===== src/rtl/fp_mult_pipe.sv =====
// fp_mult_pipe: 3-stage pipelined IEEE-754 binary multiplier with valid/ready handshake.
// Round-to-nearest-even, subnormal inputs, flush-to-zero outputs, canonical qNaN, overflow to inf.
// Define FP_MUL_FLAGS_EN to add the registered {NV, OF, UF, NX} flags port.
module fp_mult_pipe #(
  parameter int unsigned EXP_W   = 5,
  parameter int unsigned FRAC_W  = 10,
  localparam int unsigned FLOAT_W = 1 + EXP_W + FRAC_W
) (
  input  logic               CLK,
  input  logic               RST,
  input  logic               in_valid,
  output logic               in_ready,
  input  logic [FLOAT_W-1:0] float1,
  input  logic [FLOAT_W-1:0] float2,
  output logic               out_valid,
  input  logic               out_ready,
`ifdef FP_MUL_FLAGS_EN
  output logic [3:0]         flags,
`endif
  output logic [FLOAT_W-1:0] product
);

  localparam int unsigned PW = 2 * FRAC_W + 2;          // mantissa product width
  localparam int unsigned LW = $clog2(PW + 1);          // leading-zero count width
  localparam int unsigned XW = EXP_W + 2 + LW;          // exponent width during normalise

  localparam logic [EXP_W-1:0]        EXP_ONES = '1;
  localparam logic signed [EXP_W+1:0] BIAS     = (EXP_W+2)'((1 << (EXP_W - 1)) - 1);
  localparam logic signed [XW-1:0]    EXP_MAX  = XW'((1 << EXP_W) - 1);
  localparam logic signed [XW-1:0]    ONE_X    = XW'(1);
  localparam logic [FLOAT_W-1:0]      QNAN     = {1'b0, EXP_ONES, 1'b1, {(FRAC_W-1){1'b0}}};

  logic advance;
  assign advance  = ~out_valid | out_ready;
  assign in_ready = advance;

  // ---------------- Stage 1: unpack / classify ----------------
  logic [EXP_W-1:0]  a_exp, b_exp, a_eff, b_eff;
  logic [FRAC_W-1:0] a_frac, b_frac;
  logic a_zero, b_zero, a_inf, b_inf, a_nan, b_nan, inf_zero, sign_d, spec_d;
  logic [FLOAT_W-1:0] sval_d;
  logic signed [EXP_W+1:0] exp_sum_d;

  assign a_exp    = float1[FLOAT_W-2:FRAC_W];
  assign b_exp    = float2[FLOAT_W-2:FRAC_W];
  assign a_frac   = float1[FRAC_W-1:0];
  assign b_frac   = float2[FRAC_W-1:0];
  assign a_zero   = (a_exp == '0) && (a_frac == '0);
  assign b_zero   = (b_exp == '0) && (b_frac == '0);
  assign a_inf    = (a_exp == EXP_ONES) && (a_frac == '0);
  assign b_inf    = (b_exp == EXP_ONES) && (b_frac == '0);
  assign a_nan    = (a_exp == EXP_ONES) && (a_frac != '0);
  assign b_nan    = (b_exp == EXP_ONES) && (b_frac != '0);
  assign inf_zero = (a_inf & b_zero) | (b_inf & a_zero);
  assign sign_d   = float1[FLOAT_W-1] ^ float2[FLOAT_W-1];
  // Subnormals use an effective exponent of 1 with a zero implicit bit.
  assign a_eff    = (a_exp == '0) ? EXP_W'(1) : a_exp;
  assign b_eff    = (b_exp == '0) ? EXP_W'(1) : b_exp;
  assign exp_sum_d = $signed({2'b00, a_eff}) + $signed({2'b00, b_eff}) - BIAS;

`ifdef FP_MUL_FLAGS_EN
  logic nv_d;
  assign nv_d = (a_nan & ~a_frac[FRAC_W-1]) | (b_nan & ~b_frac[FRAC_W-1]) | inf_zero;
`endif

  // Special-case result, highest priority first.
  always_comb begin
    spec_d = 1'b1;
    sval_d = {sign_d, {(FLOAT_W-1){1'b0}}};
    if (a_nan | b_nan | inf_zero) begin
      sval_d = QNAN;
    end else if (a_inf | b_inf) begin
      sval_d = {sign_d, EXP_ONES, {FRAC_W{1'b0}}};
    end else if (!(a_zero | b_zero)) begin
      spec_d = 1'b0;
    end
  end

  logic                    s1_valid_q, s1_sign_q, s1_spec_q;
  logic signed [EXP_W+1:0] s1_exp_q;
  logic [FRAC_W:0]         s1_ma_q, s1_mb_q;
  logic [FLOAT_W-1:0]      s1_sval_q;
`ifdef FP_MUL_FLAGS_EN
  logic                    s1_nv_q;
`endif

  // Stage 1 register: classified operands.
  always_ff @(posedge CLK or posedge RST) begin
    if (RST) begin
      s1_valid_q <= 1'b0;
      s1_sign_q  <= 1'b0;
      s1_spec_q  <= 1'b0;
      s1_exp_q   <= '0;
      s1_ma_q    <= '0;
      s1_mb_q    <= '0;
      s1_sval_q  <= '0;
`ifdef FP_MUL_FLAGS_EN
      s1_nv_q    <= 1'b0;
`endif
    end else if (advance) begin
      s1_valid_q <= in_valid;
      s1_sign_q  <= sign_d;
      s1_spec_q  <= spec_d;
      s1_exp_q   <= exp_sum_d;
      s1_ma_q    <= {a_exp != '0, a_frac};
      s1_mb_q    <= {b_exp != '0, b_frac};
      s1_sval_q  <= sval_d;
`ifdef FP_MUL_FLAGS_EN
      s1_nv_q    <= nv_d;
`endif
    end
  end

  // ---------------- Stage 2: mantissa product + leading-zero count ----------------
  logic [PW-1:0] prod_d;
  logic [LW-1:0] lzc_d;

  assign prod_d = PW'(s1_ma_q) * PW'(s1_mb_q);

  // Highest set bit wins; an all-zero product only occurs on the special path.
  always_comb begin
    lzc_d = LW'(PW);
    for (int i = 0; i < PW; i++) begin
      if (prod_d[i]) lzc_d = LW'(PW - 1 - i);
    end
  end

  logic                    s2_valid_q, s2_sign_q, s2_spec_q;
  logic signed [EXP_W+1:0] s2_exp_q;
  logic [PW-1:0]           s2_prod_q;
  logic [LW-1:0]           s2_lzc_q;
  logic [FLOAT_W-1:0]      s2_sval_q;
`ifdef FP_MUL_FLAGS_EN
  logic                    s2_nv_q;
`endif

  // Stage 2 register: raw product.
  always_ff @(posedge CLK or posedge RST) begin
    if (RST) begin
      s2_valid_q <= 1'b0;
      s2_sign_q  <= 1'b0;
      s2_spec_q  <= 1'b0;
      s2_exp_q   <= '0;
      s2_prod_q  <= '0;
      s2_lzc_q   <= '0;
      s2_sval_q  <= '0;
`ifdef FP_MUL_FLAGS_EN
      s2_nv_q    <= 1'b0;
`endif
    end else if (advance) begin
      s2_valid_q <= s1_valid_q;
      s2_sign_q  <= s1_sign_q;
      s2_spec_q  <= s1_spec_q;
      s2_exp_q   <= s1_exp_q;
      s2_prod_q  <= prod_d;
      s2_lzc_q   <= lzc_d;
      s2_sval_q  <= s1_sval_q;
`ifdef FP_MUL_FLAGS_EN
      s2_nv_q    <= s1_nv_q;
`endif
    end
  end

  // ---------------- Stage 3: normalise, round, pack ----------------
  // Shift the leading one to bit PW-1; it is implicit so only the bits below it are kept.
  logic [PW-2:0]          norm;
  logic                   guard, sticky, rnd;
  logic [FRAC_W:0]        frac_r;
  logic signed [XW-1:0]   exp_ext, lzc_x, carry_x, exp_r;
  logic                   ovf, unf;
  logic [FLOAT_W-1:0]     product_d;

  assign norm    = (PW-1)'(s2_prod_q << s2_lzc_q);
  assign guard   = norm[FRAC_W];
  assign sticky  = |norm[FRAC_W-1:0];
  assign rnd     = guard & (sticky | norm[FRAC_W+1]);
  assign frac_r  = {1'b0, norm[PW-2:FRAC_W+1]} + (FRAC_W+1)'(rnd);
  assign exp_ext = {{LW{s2_exp_q[EXP_W+1]}}, s2_exp_q};
  assign lzc_x   = XW'(s2_lzc_q);
  assign carry_x = XW'(frac_r[FRAC_W]);
  assign exp_r   = exp_ext + ONE_X - lzc_x + carry_x;
  assign ovf     = exp_r >= EXP_MAX;
  assign unf     = exp_r < ONE_X;

`ifdef FP_MUL_FLAGS_EN
  logic [3:0] flags_d;
`endif

  // Final result select: special, overflow, flush-to-zero, or normal.
  always_comb begin
    product_d = {s2_sign_q, exp_r[EXP_W-1:0], frac_r[FRAC_W-1:0]};
`ifdef FP_MUL_FLAGS_EN
    flags_d   = {3'b000, guard | sticky};
`endif
    if (s2_spec_q) begin
      product_d = s2_sval_q;
`ifdef FP_MUL_FLAGS_EN
      flags_d   = {s2_nv_q, 3'b000};
`endif
    end else if (ovf) begin
      product_d = {s2_sign_q, EXP_ONES, {FRAC_W{1'b0}}};
`ifdef FP_MUL_FLAGS_EN
      flags_d   = 4'b0101;
`endif
    end else if (unf) begin
      product_d = {s2_sign_q, {(FLOAT_W-1){1'b0}}};
`ifdef FP_MUL_FLAGS_EN
      flags_d   = 4'b0011;
`endif
    end
  end

  logic               out_valid_q;
  logic [FLOAT_W-1:0] product_q;
`ifdef FP_MUL_FLAGS_EN
  logic [3:0]         flags_q;
`endif

  // Output register: held while the consumer stalls.
  always_ff @(posedge CLK or posedge RST) begin
    if (RST) begin
      out_valid_q <= 1'b0;
      product_q   <= '0;
`ifdef FP_MUL_FLAGS_EN
      flags_q     <= '0;
`endif
    end else if (advance) begin
      out_valid_q <= s2_valid_q;
      if (s2_valid_q) begin
        product_q <= product_d;
`ifdef FP_MUL_FLAGS_EN
        flags_q   <= flags_d;
`endif
      end
    end
  end

  assign out_valid = out_valid_q;
  assign product   = product_q;
`ifdef FP_MUL_FLAGS_EN
  assign flags     = flags_q;
`endif

endmodule

===== config.mk =====
export PLATFORM = sky130hd
export DESIGN_NAME = fp_mult_pipe
export DESIGN_NICKNAME = d
export VERILOG_FILES = /design/src/rtl/fp_mult_pipe.sv
export SDC_FILE = /design/constraint.sdc
export NUM_CORES = 1
export LEC_CHECK = 0
export BUFFER_PORTS_ARGS = -buffer_cell sky130_fd_sc_hd__buf_2
export CORE_ASPECT_RATIO = 1.2
export CORE_MARGIN = 2
export CORE_UTILIZATION = 56
export DETAILED_ROUTE_END_ITERATION = 10
export PLACE_DENSITY = 0.73
export SYNTH_ARGS = -nofsm -noshare
export SYNTH_HDL_FRONTEND = slang
export SYNTH_SLANG_ARGS = --single-unit

===== constraint.sdc =====
create_clock -name CLK -period 6.06 [get_ports CLK]
set_input_delay 1.818 -clock CLK [delete_from_list [all_inputs] [get_ports CLK]]
set_output_delay 1.818 -clock CLK [all_outputs]
set_load 0.05 [all_outputs]

Word level (Yosys, flattened, before mapping)
Cells that the tools add are included.
{ "word_totals": {"register_bits": 118, "latch_bits": 0, "ramBits": 0, "romBits": 0, "in_bits": 36, "output_inout_bits": 18, "word_cells": 88, "memories": 0} }
{ "classes": {"n_addsub": 6, "multipliers": 1, "div": 0, "order_cmp": 2, "n_eq_ne": 2, "shifts": 1, "mux": 32, "bitwise": 12, "reduce_logical": 16} }
{ "op_table": {"columns": ["cell", "count"], "rows": [
  ["$mux W5", 23],
  ["$mux W15", 3],
  ["$mux W16", 2],
  ["$mul A11 B11 Y22", 1],
  ["$shl A22 B5 Y21", 1],
  ["$logic_not A10 Y1", 2],
  ["$reduce_bool A10 Y1", 2],
  ["$add A10 B1 Y11", 1],
  ["$add A9 B2 Y10", 1],
  ["$eq A5 B5 Y1 const B", 2],
  ["$ge A10 B6 Y1 const B", 1],
  ["$logic_not A5 Y1", 2],
  ["$lt A10 B2 Y1 const B", 1],
  ["$reduce_bool A5 Y1", 2],
  ["$reduce_or A10 Y1", 1],
  ["$sub A8 B6 Y9", 1],
  ["$add A7 B2 Y8 const B", 1],
  ["$or A1 B1 Y1", 7],
  ["$sub A6 B4 Y7 const B", 1],
  ["$add A5 B5 Y6", 1],
  ["$logic_and A1 B1 Y1", 6],
  ["$and A1 B1 Y1", 3],
  ["$mux W1", 3],
  ["$mux W2", 1],
  ["3 further kinds", 3]
]} }

Depth between registers and ports, before layout
Gate-level depths: netlist of run 1.
{ "depth": {"word_depth": 23, "depth_mapped": 25, "ltp_nobuf": 22} }

Worst setup path before layout of run 1
Ideal clock, no wire load.
{ "synth_path": {"kind": "register to register", "from": "register s2_lzc_q[1]", "to": "register product_q[5] (netlist: product[5])", "setup_time_ns": 0.070, "arrival_time_ns": 5.673, "required_time_ns": 5.990, "slack_ns": 0.317, "path_stages_with_launch": 26, "n_path_buf": 3, "period_less_slack_ns": 5.743, "path_cell_list": "dfrtp_1 -> buf_6 -> buf_6 -> buf_4 -> mux2_2 -> mux2i_1 -> o22a_1 -> nor2_1 -> ha_1 -> inv_1 -> or4_4 -> or3_4 -> nor3_4 -> nand3b_1 -> fa_1 -> inv_1 -> ha_1 -> inv_1 -> fa_1 -> nor2b_1 -> o21ai_0 -> and3_1 -> a311oi_1 -> nand2_1 -> nor4_1 -> a32o_1"} }
{ "synth_via": {"elab_chain_len": 10, "elab_cells_between_ends": 12, "classes_between": "add/sub: 3; order compare: 2; shift: 1; mux: 3; bitwise: 2; reduce/logical: 1"} }
{ "synth_lines": {"columns": ["item", "line_no", "text"], "rows": [
  ["start, declared", "131", "logic [LW-1:0] s2_lzc_q;"],
  ["start signal, assigned", "156", "s2_lzc_q <= lzc_d;"],
  ["$shl A22 B5 Y21", "173", "assign norm = (PW-1)'(s2_prod_q << s2_lzc_q);"],
  ["$reduce_or A10 Y1", "175", "assign sticky = |norm[FRAC_W-1:0];"],
  ["$or A1 B1 Y1", "176", "assign rnd = guard & (sticky | norm[FRAC_W+1]);"],
  ["$and A1 B1 Y1", "176", null],
  ["$add A10 B1 Y11", "177", "assign frac_r = {1'b0, norm[PW-2:FRAC_W+1]} + (FRAC_W+1)'(rnd);"],
  ["$add A9 B2 Y10", "181", "assign exp_r = exp_ext + ONE_X - lzc_x + carry_x;"],
  ["$lt A10 B2 Y1", "183", "assign unf = exp_r < ONE_X;"],
  ["$mux W15", "205", "end else if (unf) begin"],
  ["$mux W15 (*)", "200", "end else if (ovf) begin"],
  ["$mux W16 (*)", "195", "if (s2_spec_q) begin"],
  ["end signal, assigned", "230", "product_q <= product_d;"],
  ["end, declared", "214", "logic [FLOAT_W-1:0] product_q;"]
]} }
Mark *: on every way between the ends. The rest lies on a longest branch, timed or not.
A chain may end at the register's enable or synchronous reset.

Worst setup path in the final report of run 1
{ "layout_path": {"from": "register s1_mb_q[6]", "to": "register s2_lzc_q[4]"} }
{ "layout_via": {"elab_chain_len": 17} }
{ "layout_lines": {"columns": ["item", "line_no", "text"], "rows": [
  ["start, declared", "81", "logic [FRAC_W:0] s1_ma_q, s1_mb_q;"],
  ["start signal, assigned", "106", "s1_mb_q <= {b_exp != '0, b_frac};"],
  ["$mul A11 B11 Y22 (*)", "118", "assign prod_d = PW'(s1_ma_q) * PW'(s1_mb_q);"],
  ["$mux W5 (15 in series)", "124", "if (prod_d[i]) lzc_d = LW'(PW - 1 - i);"],
  ["$mux W5 (*)", "124", null]
]} }
Marked as above.

==> results.toml, run 1 <==
[clocking]
clock_path_buffers = 2
cts_buffers = 9
cts-htree-levels = 3
cts_root_buf = "clkbuf_16"
cts_tree = "built"
insertion_delay_ps = 350
postCtsHoldBufs = 0
clkSlewWorstSetupHoldPaths_ps = 70
cts.sinks = 91

[yosys]
synth-seq-cells = 91
yosysMostFrequentCell = "nand2_1"
synthMuxAreaShare_pct = 6.60
synthArstFlopShare_pct = 100
syn_inst = 1112
yosys_warnings = 0
synth-simple-area-share_pct = 19.5
syn_nets = 1311
syn_avg_cell_area_um2 = 8.70
synth_edf_count = 0
ys.flop_type = "dfrtp_1"
ys_top_cells_by_area = "dfrtp_1, fa_1, ha_1"
synth_compound_area_share_pct = 12.4
synthAdderAreaFrac_pct = 27.5
netlist-cell-type-count = 69
yosys.area.top_type = "dfrtp_1"
netlist.area_leader.share_pct = 23.5
synth-xor-area-share_pct = 2.26
synth_seq_area_share_pct = 23.5
synthTopCellsByCount = "nand2_1, inv_1, dfrtp_1, fa_1, ha_1"
synth_top_family_by_area = "adder cells"
syn_area_um2 = 9670

[floorplanning]
core_area_um2 = 16900
die_area_um2 = 18300
io_pins = 54
num_rows = 52
initial_core_util_pct = 57.2
die_x_um = 124
die_h_um = 148

[sta]
drv_slew = 0
hold_viol = 0
fmax_ghz = 0.173
fin_crit_sh_pct = 95.6
clock_skew_ps = 6.45
worst_slew_pin_slew_ps = 1030
period_needed_ps = 5790
setup_violations = 0
worst_slack_ps = 266
slew_headroom_pct = 31.2

[setup_path]
critPathKind = "flop to flop"
worst_setup_path_end_kind = "flop"
rr_startpoint = "s1_mb_q[6]$_DFFE_PP0N_"
worst-r2r-cell-count = 19
worst_ep_required_time_ps = 6300
r2r_setup_slack_ps = 270
start_kind = "flop"
worstPathMaxFanout = 12
arrival_ps = 6030
regToRegEndpoint = "s2_lzc_q[4]$_DFFE_PP0N_"

[worst_hold_path]
holdPathStages = 2
hold_end = "s2_sval_q[15]$_DFFE_PP0N_"
min_from = "s2_sval_q[15]$_DFFE_PP0N_"
min_path_type = "flop to flop"

[place]
dp.cells = 1342
hpwl_um = 17500
place_ws_ps = 178
port_buffers = 53
gp_congestion = 0.942

[routing]
ant_nets = 0
route.vias.total = 7704
drcViolationCount = 0
wirelength_um = 22000
drt_iter0_drc = 358
dr.pass1.iters = 5
post_drt_wl_per_cell_um = 16.1
vias_per_cell = 5.64

[grt]
antenna_found_initial = 0
grt_max_degree = 71
grt_pass1_wl_um = 36600
overflow = 0
grt_use_total_pct = 25.5
first_global_vias = 7677

[run]
maxCapViolations = 0

[finish]
synthToLayoutAreaGrowth_pct = 8.84
drive_gt1_share_pct = 13.2
instances_no_fill = 1365
fin_nets = 1343
antenna_cells = 0

[status]
status = "finished, final reports clean"
-- placed cells by master (no fill, tap or decap), types with 4 or more instances in the layout --
master and count:
a211oi_1 5, nor4_1 6, a22o_1 9, a21o_1 14, dfrtp_2 10, o21ai_0 38, mux4_2 16, nor2b_1 5
buf_4 29, mux2_2 6, o32ai_1 6, nand4_1 4, o211ai_1 8, inv_1 138, o31ai_1 5, or4_1 4
nor2_1 50, nand2_1 225, mux2i_1 21, buf_2 53, ha_1 80, or2_2 4, and2_1 62, and3_1 5
fa_1 83, dfrtp_1 81, xor2_1 12, clkbuf_16 9, o21a_1 8, nand3b_1 4, xnor2_1 12, o22ai_1 4
a21oi_1 38, o22a_1 7, nand3_1 15, nor3_1 10, a31oi_1 6
-- critical path, stage by stage (launching register included) --
cell      delay, ps
dfrtp_1         530
and2_1          240
fa_1            510
inv_1            50
fa_1            480
fa_1            540
inv_1            50
fa_1            530
inv_1            50
fa_1            520
inv_1            40
ha_1            350
a211oi_1        230
o21bai_1        140
a22o_1          210
nor3_1          220
xor2_1          230
nor3b_2         260
nand3_1         140
o32ai_1         350
-- layout make-up --
class | instances | area [µm²]
Tap cell | 216 | 270
Multi-Input combinational cell | 816 | 6640
Clock buffer | 9 | 225
Sequential cell | 91 | 2290
Inverter | 143 | 538
Fill cell | 1517 | 6390
Clock inverter | 7 | 76.3
Timing Repair Buffer | 83 | 488
-- sequential cells by signal, indices dropped and copies added (netlist names) --
| signal | cells |
|---|---|
| s1_sval_q | 3 |
| out_valid | 1 |
| s1_exp_q | 7 |
| product | 16 |
| s1_ma_q | 11 |
| s1_spec_q | 1 |
| s2_lzc_q | 5 |
| s2_sval_q | 3 |
| s2_exp_q | 7 |
| s2_prod_q | 21 |
| s1_sign_q | 1 |
| s1_mb_q | 11 |
| s2_valid_q | 1 |
| s1_valid_q | 1 |
| s2_spec_q | 1 |
| s2_sign_q | 1 |
-- how the worst max path moves through the flow --
| stage | startpoint | to | cells after the start |
|---|---|---|---|
| after global routing | s1_mb_q[6]$_DFFE_PP0N_ | s2_lzc_q[3]$_DFFE_PP0N_ | 19 |
| after floorplan | s2_lzc_q[1]$_DFFE_PP0N_ | product[5]$_DFFE_PP0P_ | 25 |
| after CTS | s1_ma_q[5]$_DFFE_PP0N_ | s2_lzc_q[4]$_DFFE_PP0N_ | 19 |
| final | s1_mb_q[6]$_DFFE_PP0N_ | s2_lzc_q[4]$_DFFE_PP0N_ | 19 |
| after detailed placement | s1_ma_q[5]$_DFFE_PP0N_ | s2_lzc_q[4]$_DFFE_PP0N_ | 19 |
| after global placement | s1_mb_q[3]$_DFFE_PP0N_ | s2_lzc_q[3]$_DFFE_PP0N_ | 19 |
-- metrics by stage --
step | hold WS [ps] | instance area [µm²] | TNS [ps] | util [%]
2_1_floorplan | 431 | 9670 | 0 | -
3_3_place_gp | 449 | 10100 | 0 | 59.9
3_5_place_dp | 457 | 10100 | 0 | 59.9
4_1_cts | 475 | 10400 | 0 | 61.7
5_1_grt | 502 | 10500 | -6.46 | 62.2
6_report | 471 | 10500 | 0 | 62.2
-- per-layer routing --
layer / share of wire (%) / GRT usage (%) / vias up / wire (µm)
li1: - / - / 3745 / -
met1: 41 / 30.6 / 3723 / 8900
met2: 52 / 45.5 / 186 / 11500
met3: 3.5 / 3.05 / 50 / 762
met4: 3.7 / 10.8 / 0 / 819
met5: 0 / 0 / - / 0
-- cells by family (layout without fill, tap and decap cells) --
group,after synthesis,count (layout)
flip-flops,91,91
buffers and inverters,205,242
AO/OA/AOI/OAI,176,176
AND/OR/NAND/NOR,409,409
adder cells (fa/ha/maj),163,163
XOR/XNOR,25,25
multiplexers,43,43
-- what timing repair did --
item,in CTS,in global routing
hold endpoints to repair,0,0
setup buffers,0,7
resized for setup,0,15
endpoints found under the setup margin,0,15
Power of run 1 is left out: the tool's default activity adds up to more than one toggle a clock period on the data nets, which glitch-free logic cannot reach.
==> inputs of run 2 (changes only) <==
--- a/config.mk
+++ b/config.mk
@@ -5,12 +5,14 @@
 export SDC_FILE = /design/constraint.sdc
 export NUM_CORES = 1
 export LEC_CHECK = 0
+export ABC_AREA = 1
 export BUFFER_PORTS_ARGS = -buffer_cell sky130_fd_sc_hd__buf_2
 export CORE_ASPECT_RATIO = 1.2
 export CORE_MARGIN = 2
 export CORE_UTILIZATION = 56
+export CTS_CLUSTER_DIAMETER = 40
 export DETAILED_ROUTE_END_ITERATION = 10
-export PLACE_DENSITY = 0.73
+export PLACE_DENSITY = 0.7
 export SYNTH_ARGS = -nofsm -noshare
 export SYNTH_HDL_FRONTEND = slang
 export SYNTH_SLANG_ARGS = --single-unit
==> constraint.sdc (replaced) <==
create_clock -name CLK -period 5.8 [get_ports CLK]
set_input_delay 1.74 -clock CLK [delete_from_list [all_inputs] [get_ports CLK]]
set_output_delay 1.74 -clock CLK [all_outputs]
set_load 0.05 [all_outputs]
==> run 2 against run 1 <==
  * Synthesized cell count up 19%
  * Setup slack better by 150 ps
  * Wire length decreased by 4.3%
  * Sequential share of layout area up 0.13 points
  * Count of clock-buffer cells in the layout unchanged
  * Critical endpoint is now s2_lzc_q[3]$_DFFE_PP0N_
  * Core utilization down 0.67 points
  * Non-clock buffer count shrank 18
  * Worst hold slack worse by 4.1 ps
  * Register-to-register slack better by 150 ps
  * Critical path type unchanged
==> results.toml, run 2 <==
[place]
dp.cells = 1552
hpwl_um = 17100
port_buffers = 53
gp_congestion = 0.937
place_ws_ps = 417

[floorplanning]
die_x_um = 124
num_rows = 52
die_area_um2 = 18400
core_area_um2 = 16900
die_h_um = 148
io_pins = 54
initial_core_util_pct = 57.3

[yosys]
yosys.area.top_type = "dfrtp_1"
netlist-cell-type-count = 51
synth-simple-area-share_pct = 24.9
synthTopCellsByCount = "nand2_1, inv_1, dfrtp_1, fa_1, ha_1"
synthArstFlopShare_pct = 100
syn_inst = 1327
syn_area_um2 = 9700
synth-xor-area-share_pct = 1.54
synth_compound_area_share_pct = 9.28
yosysMostFrequentCell = "nand2_1"
ys_top_cells_by_area = "dfrtp_1, fa_1, nand2_1"
ys.flop_type = "dfrtp_1"
synth_top_family_by_area = "adder cells"
synthMuxAreaShare_pct = 0.516
syn_nets = 1526
yosys_warnings = 0
synth_edf_count = 0
synth_seq_area_share_pct = 23.5
synth-seq-cells = 91
syn_avg_cell_area_um2 = 7.31
synthAdderAreaFrac_pct = 27.5
netlist.area_leader.share_pct = 23.5

[finish]
utilization_pct = 61.6
instances_no_fill = 1568
layout_common_cells = "nand2_1, inv_1, dfrtp_1, fa_1, ha_1"
synthToLayoutAreaGrowth_pct = 7.37
fin_nets = 1546
antenna_cells = 0
largest_reg_flops = 21
final_common_cell = "nand2_1"
drive_gt1_share_pct = 9.54
regMostFlops = "s2_prod_q"

[sta]
worst_slack_ps = 420
slew_headroom_pct = 46.7
rsz0062_at_grt = "false"
hold_viol = 0
tns_ps = 0
drv_slew = 0
setup_violations = 0
worst_slew_pin_slew_ps = 800
period_needed_ps = 5380
fin_crit_sh_pct = 92.8
fmax_ghz = 0.186
clock_skew_ps = 12.7

[clocking]
cts_root_buf = "clkbuf_16"
cts_buffers = 9
cts-htree-levels = 3
cts_tree = "built"
clock_path_buffers = 2
clkSlewWorstSetupHoldPaths_ps = 80
post_cts_buffers = 0
insertion_delay_ps = 350
cts.sinks = 91

[grt]
grt_use_total_pct = 24.9
overflow = 0
grt_max_degree = 70
antenna_found_initial = 0
grt_pass1_wl_um = 36400
first_global_vias = 7994

[setup_path]
worstPathMaxFanout = 12
path_buf_inv = 7
crit_family = "adder cells"
start_kind = "flop"
crit_top_cell = "nand2_1"
arrival_ps = 5670
worst_ep_required_time_ps = 6090
crit_slowest_cell = "dfrtp_1"
critPathKind = "flop to flop"
worst_setup_path_end_kind = "flop"
r2r_setup_slack_ps = 420
slowest_delay_ps = 590

[run]
maxCapViolations = 0

[routing]
ant_nets = 0
vias_per_cell = 5.17
post_drt_wl_per_cell_um = 13.4
drcViolationCount = 0
dr.pass1.iters = 5
route.vias.total = 8113
drt_iter0_drc = 428
wirelength_um = 21000

[worst_hold_path]
min_path_type = "flop to flop"

[status]
status = "finished, final reports clean"
run 2: cell count changes after synthesis, sizes merged, moves of 16 or more:
| cell | change |
|---|---|
| inv | +121 |
| mux2i | -16 |
| mux4 | -16 |
| and2 | -59 |
| nand2 | +220 |
| o21ai | +54 |
| nand3 | +40 |
run 2: path summary, 6_finish.rpt:
path                                         from                   endpoint  cells past startpoint
max                        s1_ma_q[5]$_DFFE_PP0N_    s2_lzc_q[3]$_DFFE_PP0N_                     29
min                        s2_valid_q$_DFFE_PP0N_      out_valid$_DFFE_PP0N_                      2
max reg2reg                s1_ma_q[5]$_DFFE_PP0N_    s2_lzc_q[3]$_DFFE_PP0N_                     29
min reg2reg                s2_valid_q$_DFFE_PP0N_      out_valid$_DFFE_PP0N_                      2
max in group asynchronous                     RST  s2_prod_q[14]$_DFFE_PP0N_                      3
min in group asynchronous                     RST     product[4]$_DFFE_PP0P_                      2
run 2: stage by stage:
step	cell area [µm²]	hold slack (ps)
floorplan	9700	432
global placement	10100	449
detailed placement	10100	455
CTS	10400	472
global route	10400	507
finish	10400	467
run 2: what timing repair did:
item | in CTS | in global routing
hold buffers | 0 | 0
setup endpoints to repair | 0 | 3
resized for setup | 0 | 1
run 2: final cells by class:
class	count	area [µm²]
clock buffers	9	225
clock inverters	7	91.3
fillers	1594	6500
inverters	265	997
multi-input cells	915	6180
flip-flops and latches	91	2280
well taps	216	270
repair buffers	65	368
run 2: cells by family (layout without fill, tap and decap cells):
| kind of cell | Yosys count | after routing |
|---|---|---|
| simple gates | 579 | 579 |
| compound gates | 151 | 151 |
| buf+inv | 321 | 346 |
| xor+xnor | 17 | 17 |
| flops | 91 | 91 |
| mux | 5 | 5 |
| fa+ha+maj | 163 | 163 |
run 2: tightest hold or removal path, delay by kind of cell (launching register included):
| kind | cells | cell delay (ps) |
|---|---|---|
| buffers and inverters | 1 | 50 |
| AND/OR/NAND/NOR | 1 | 60 |
| flip-flops | 1 | 330 |
run 2: metal layers:
metal	GRT usage (%)	up-vias	part of all wire, %
li1	-	4099	-
met4	8.20	0	2.6
met3	2.95	37	2.5
met5	0	-	0
met2	45.5	134	53
met1	30.0	3843	42
Power of run 2 is left out for the same reason.
==> inputs of run 3 (changes only) <==
==> config.mk (replaced) <==
export PLATFORM = sky130hd
export DESIGN_NAME = fp_mult_pipe
export DESIGN_NICKNAME = d
export VERILOG_FILES = /design/src/rtl/fp_mult_pipe.sv
export SDC_FILE = /design/constraint.sdc
export NUM_CORES = 1
export LEC_CHECK = 0
export ABC_AREA = 1
export CELL_PAD_IN_SITES_DETAIL_PLACEMENT = 0
export CELL_PAD_IN_SITES_GLOBAL_PLACEMENT = 2
export CORE_ASPECT_RATIO = 1.2
export CORE_MARGIN = 2
export CORE_UTILIZATION = 38
export CTS_CLUSTER_DIAMETER = 40
export CTS_CLUSTER_SIZE = 40
export DETAILED_ROUTE_END_ITERATION = 10
export DONT_BUFFER_PORTS = 1
export PLACE_DENSITY = 0.77
export SYNTH_ARGS = -nofsm -noshare
export SYNTH_HDL_FRONTEND = slang
export SYNTH_SLANG_ARGS = --single-unit
==> run 3 against run 2 <==
  * Die area increased by 46%
  * Fmax down 1.3%
  * Via count is 2.2% lower
  * Global-route usage is 5.4 points lower
  * Count of clock-buffer cells in the layout up 2
  * Critical path depth fell by 7
  * Critical path type unchanged
  * Critical endpoint is now s2_lzc_q[2]$_DFFE_PP0N_
==> results.toml, run 3 (synthesis gave the netlist of run 2 again) <==
[status]
status = "finished, final reports clean"

[finish]
drive_gt1_share_pct = 6.81
regMostFlops = "s2_prod_q"
postLayoutCellArea_um2 = 10400
fin_nets = 1501
layout_common_cells = "nand2_1, inv_1, dfrtp_1, fa_1, ha_1"
synthToLayoutAreaGrowth_pct = 6.86
largest_reg_flops = 21
final_common_cell = "nand2_1"
antenna_cells = 0
instances_no_fill = 1637

[run]
maxCapViolations = 0

[sta]
clock_skew_ps = 14.1
rsz0062_at_grt = "false"
fin_crit_sh_pct = 94.0
hold_ws_ps = 465
slew_headroom_pct = 48.3
worst_slew_pin_slew_ps = 776
fmax_ghz = 0.183
setup_violations = 0
tns_ps = 0
drv_slew = 0
hold_viol = 0
period_needed_ps = 5450

[setup_path]
slowest_delay_ps = 570
worst_ep_required_time_ps = 6050
worstPathMaxFanout = 12
start_kind = "flop"
worst_setup_path_end_kind = "flop"
crit_slowest_cell = "dfrtp_1"
path_buf_inv = 6
path_cells = "nand2_1 -> inv_1 -> fa_1 -> inv_1 -> fa_1 -> fa_1 -> inv_1 -> fa_1 -> inv_1 -> fa_1 -> inv_1 -> ha_1 -> a21oi_1 -> a21boi_2 -> o21ai_2 -> a21oi_2 -> xor2_1 -> nand2_1 -> inv_1 -> nand3_1 -> nand3_1 -> nand2_1"
crit_top_cell = "inv_1"
critPathKind = "flop to flop"
r2r_setup_slack_ps = 350
crit_family = "adder cells"
arrival_ps = 5700

[place]
dpl-instance-area_um2 = 10000
dp.cells = 1621
gp_congestion = 0.810
hpwl_um = 19300
port_buffers = 0

[grt]
grt_max_degree = 70
first_global_vias = 8366
overflow = 0
grt_pass1_wl_um = 41200
antenna_found_initial = 0
grt_use_total_pct = 19.5

[floorplanning]
die_x_um = 150
io_pins = 54
die_h_um = 179
num_rows = 64
die_area_um2 = 26800
initial_core_util_pct = 38.3
core_area_um2 = 25300

[clocking]
cts_tree = "built"
insertion_delay_ps = 360
cts_buffers = 9
cts_root_buf = "clkbuf_16"
clkSlewWorstSetupHoldPaths_ps = 70
clock_path_buffers = 2
cts-htree-levels = 3
postCtsHoldBufs = 0
cts.sinks = 91

[routing]
post_drt_wl_per_cell_um = 14.6
drcViolationCount = 0
drt_iter0_drc = 280
route.vias.total = 7935
wirelength_um = 24000
dr.pass1.iters = 4
vias_per_cell = 4.85
ant_nets = 0

[worst_hold_path]
min_path_type = "flop to flop"
-- run 3: cell count changes in the layout (fill, tap and decap cells not counted), sizes merged --
| cell | before | now |
|---|---|---|
| bufinv | 0 | 1 |
| clkinv | 7 | 3 |
| inv | 265 | 266 |
| clkbuf | 9 | 11 |
| buf | 65 | 20 |
-- run 3: metrics by stage --
stage,util [%],worst slack (ps)
finish,41.0,348
CTS,40.9,193
floorplan,-,659
global placement,39.7,214
global route,41.0,5.78
detailed placement,39.7,222
-- run 3: final timing paths --
check | from | to | cells after the start
min reg2reg | s2_valid_q$_DFFE_PP0N_ | out_valid$_DFFE_PP0N_ | 2
max in group asynchronous | RST | s1_ma_q[3]$_DFFE_PP0N_ | 2
max reg2reg | s1_ma_q[2]$_DFFE_PP0N_ | s2_lzc_q[2]$_DFFE_PP0N_ | 22
min | s2_valid_q$_DFFE_PP0N_ | out_valid$_DFFE_PP0N_ | 2
max | s1_ma_q[2]$_DFFE_PP0N_ | s2_lzc_q[2]$_DFFE_PP0N_ | 22
min in group asynchronous | RST | product[15]$_DFFE_PP0P_ | 1
-- run 3: final cells by class --
class	instances	area [µm²]
clock inverter	5	67.6
tap	330	413
multi-input combinational	915	6180
inverter	265	998
fill	2721	14900
timing repair buffer	20	175
sequential	91	2280
clock buffer	11	243
-- run 3: timing repair --
item / in CTS / in global routing
endpoints found under the setup margin: 0 / 5
buffers inserted: 0 / 0
resized for setup: 0 / 6
-- run 3: per-layer routing --
| layer | up-vias | global-route usage (%) | share of wire, % |
|---|---|---|---|
| li1 | 4010 | - | - |
| met1 | 3812 | 21.8 | 42 |
| met2 | 80 | 38.1 | 54 |
| met3 | 33 | 2.16 | 2.0 |
| met4 | 0 | 6.29 | 2.5 |
| met5 | - | 0 | 0 |
-- run 3: worst reg2reg max path: cells and delay by family, from the launching register on --
family / cells / cell delay, ps
flops: 1 / 570
xor+xnor: 1 / 270
compound gates: 4 / 690
simple gates: 5 / 450
buf+inv: 6 / 370
fa+ha+maj: 6 / 3010
Power of run 3 is left out for the same reason.
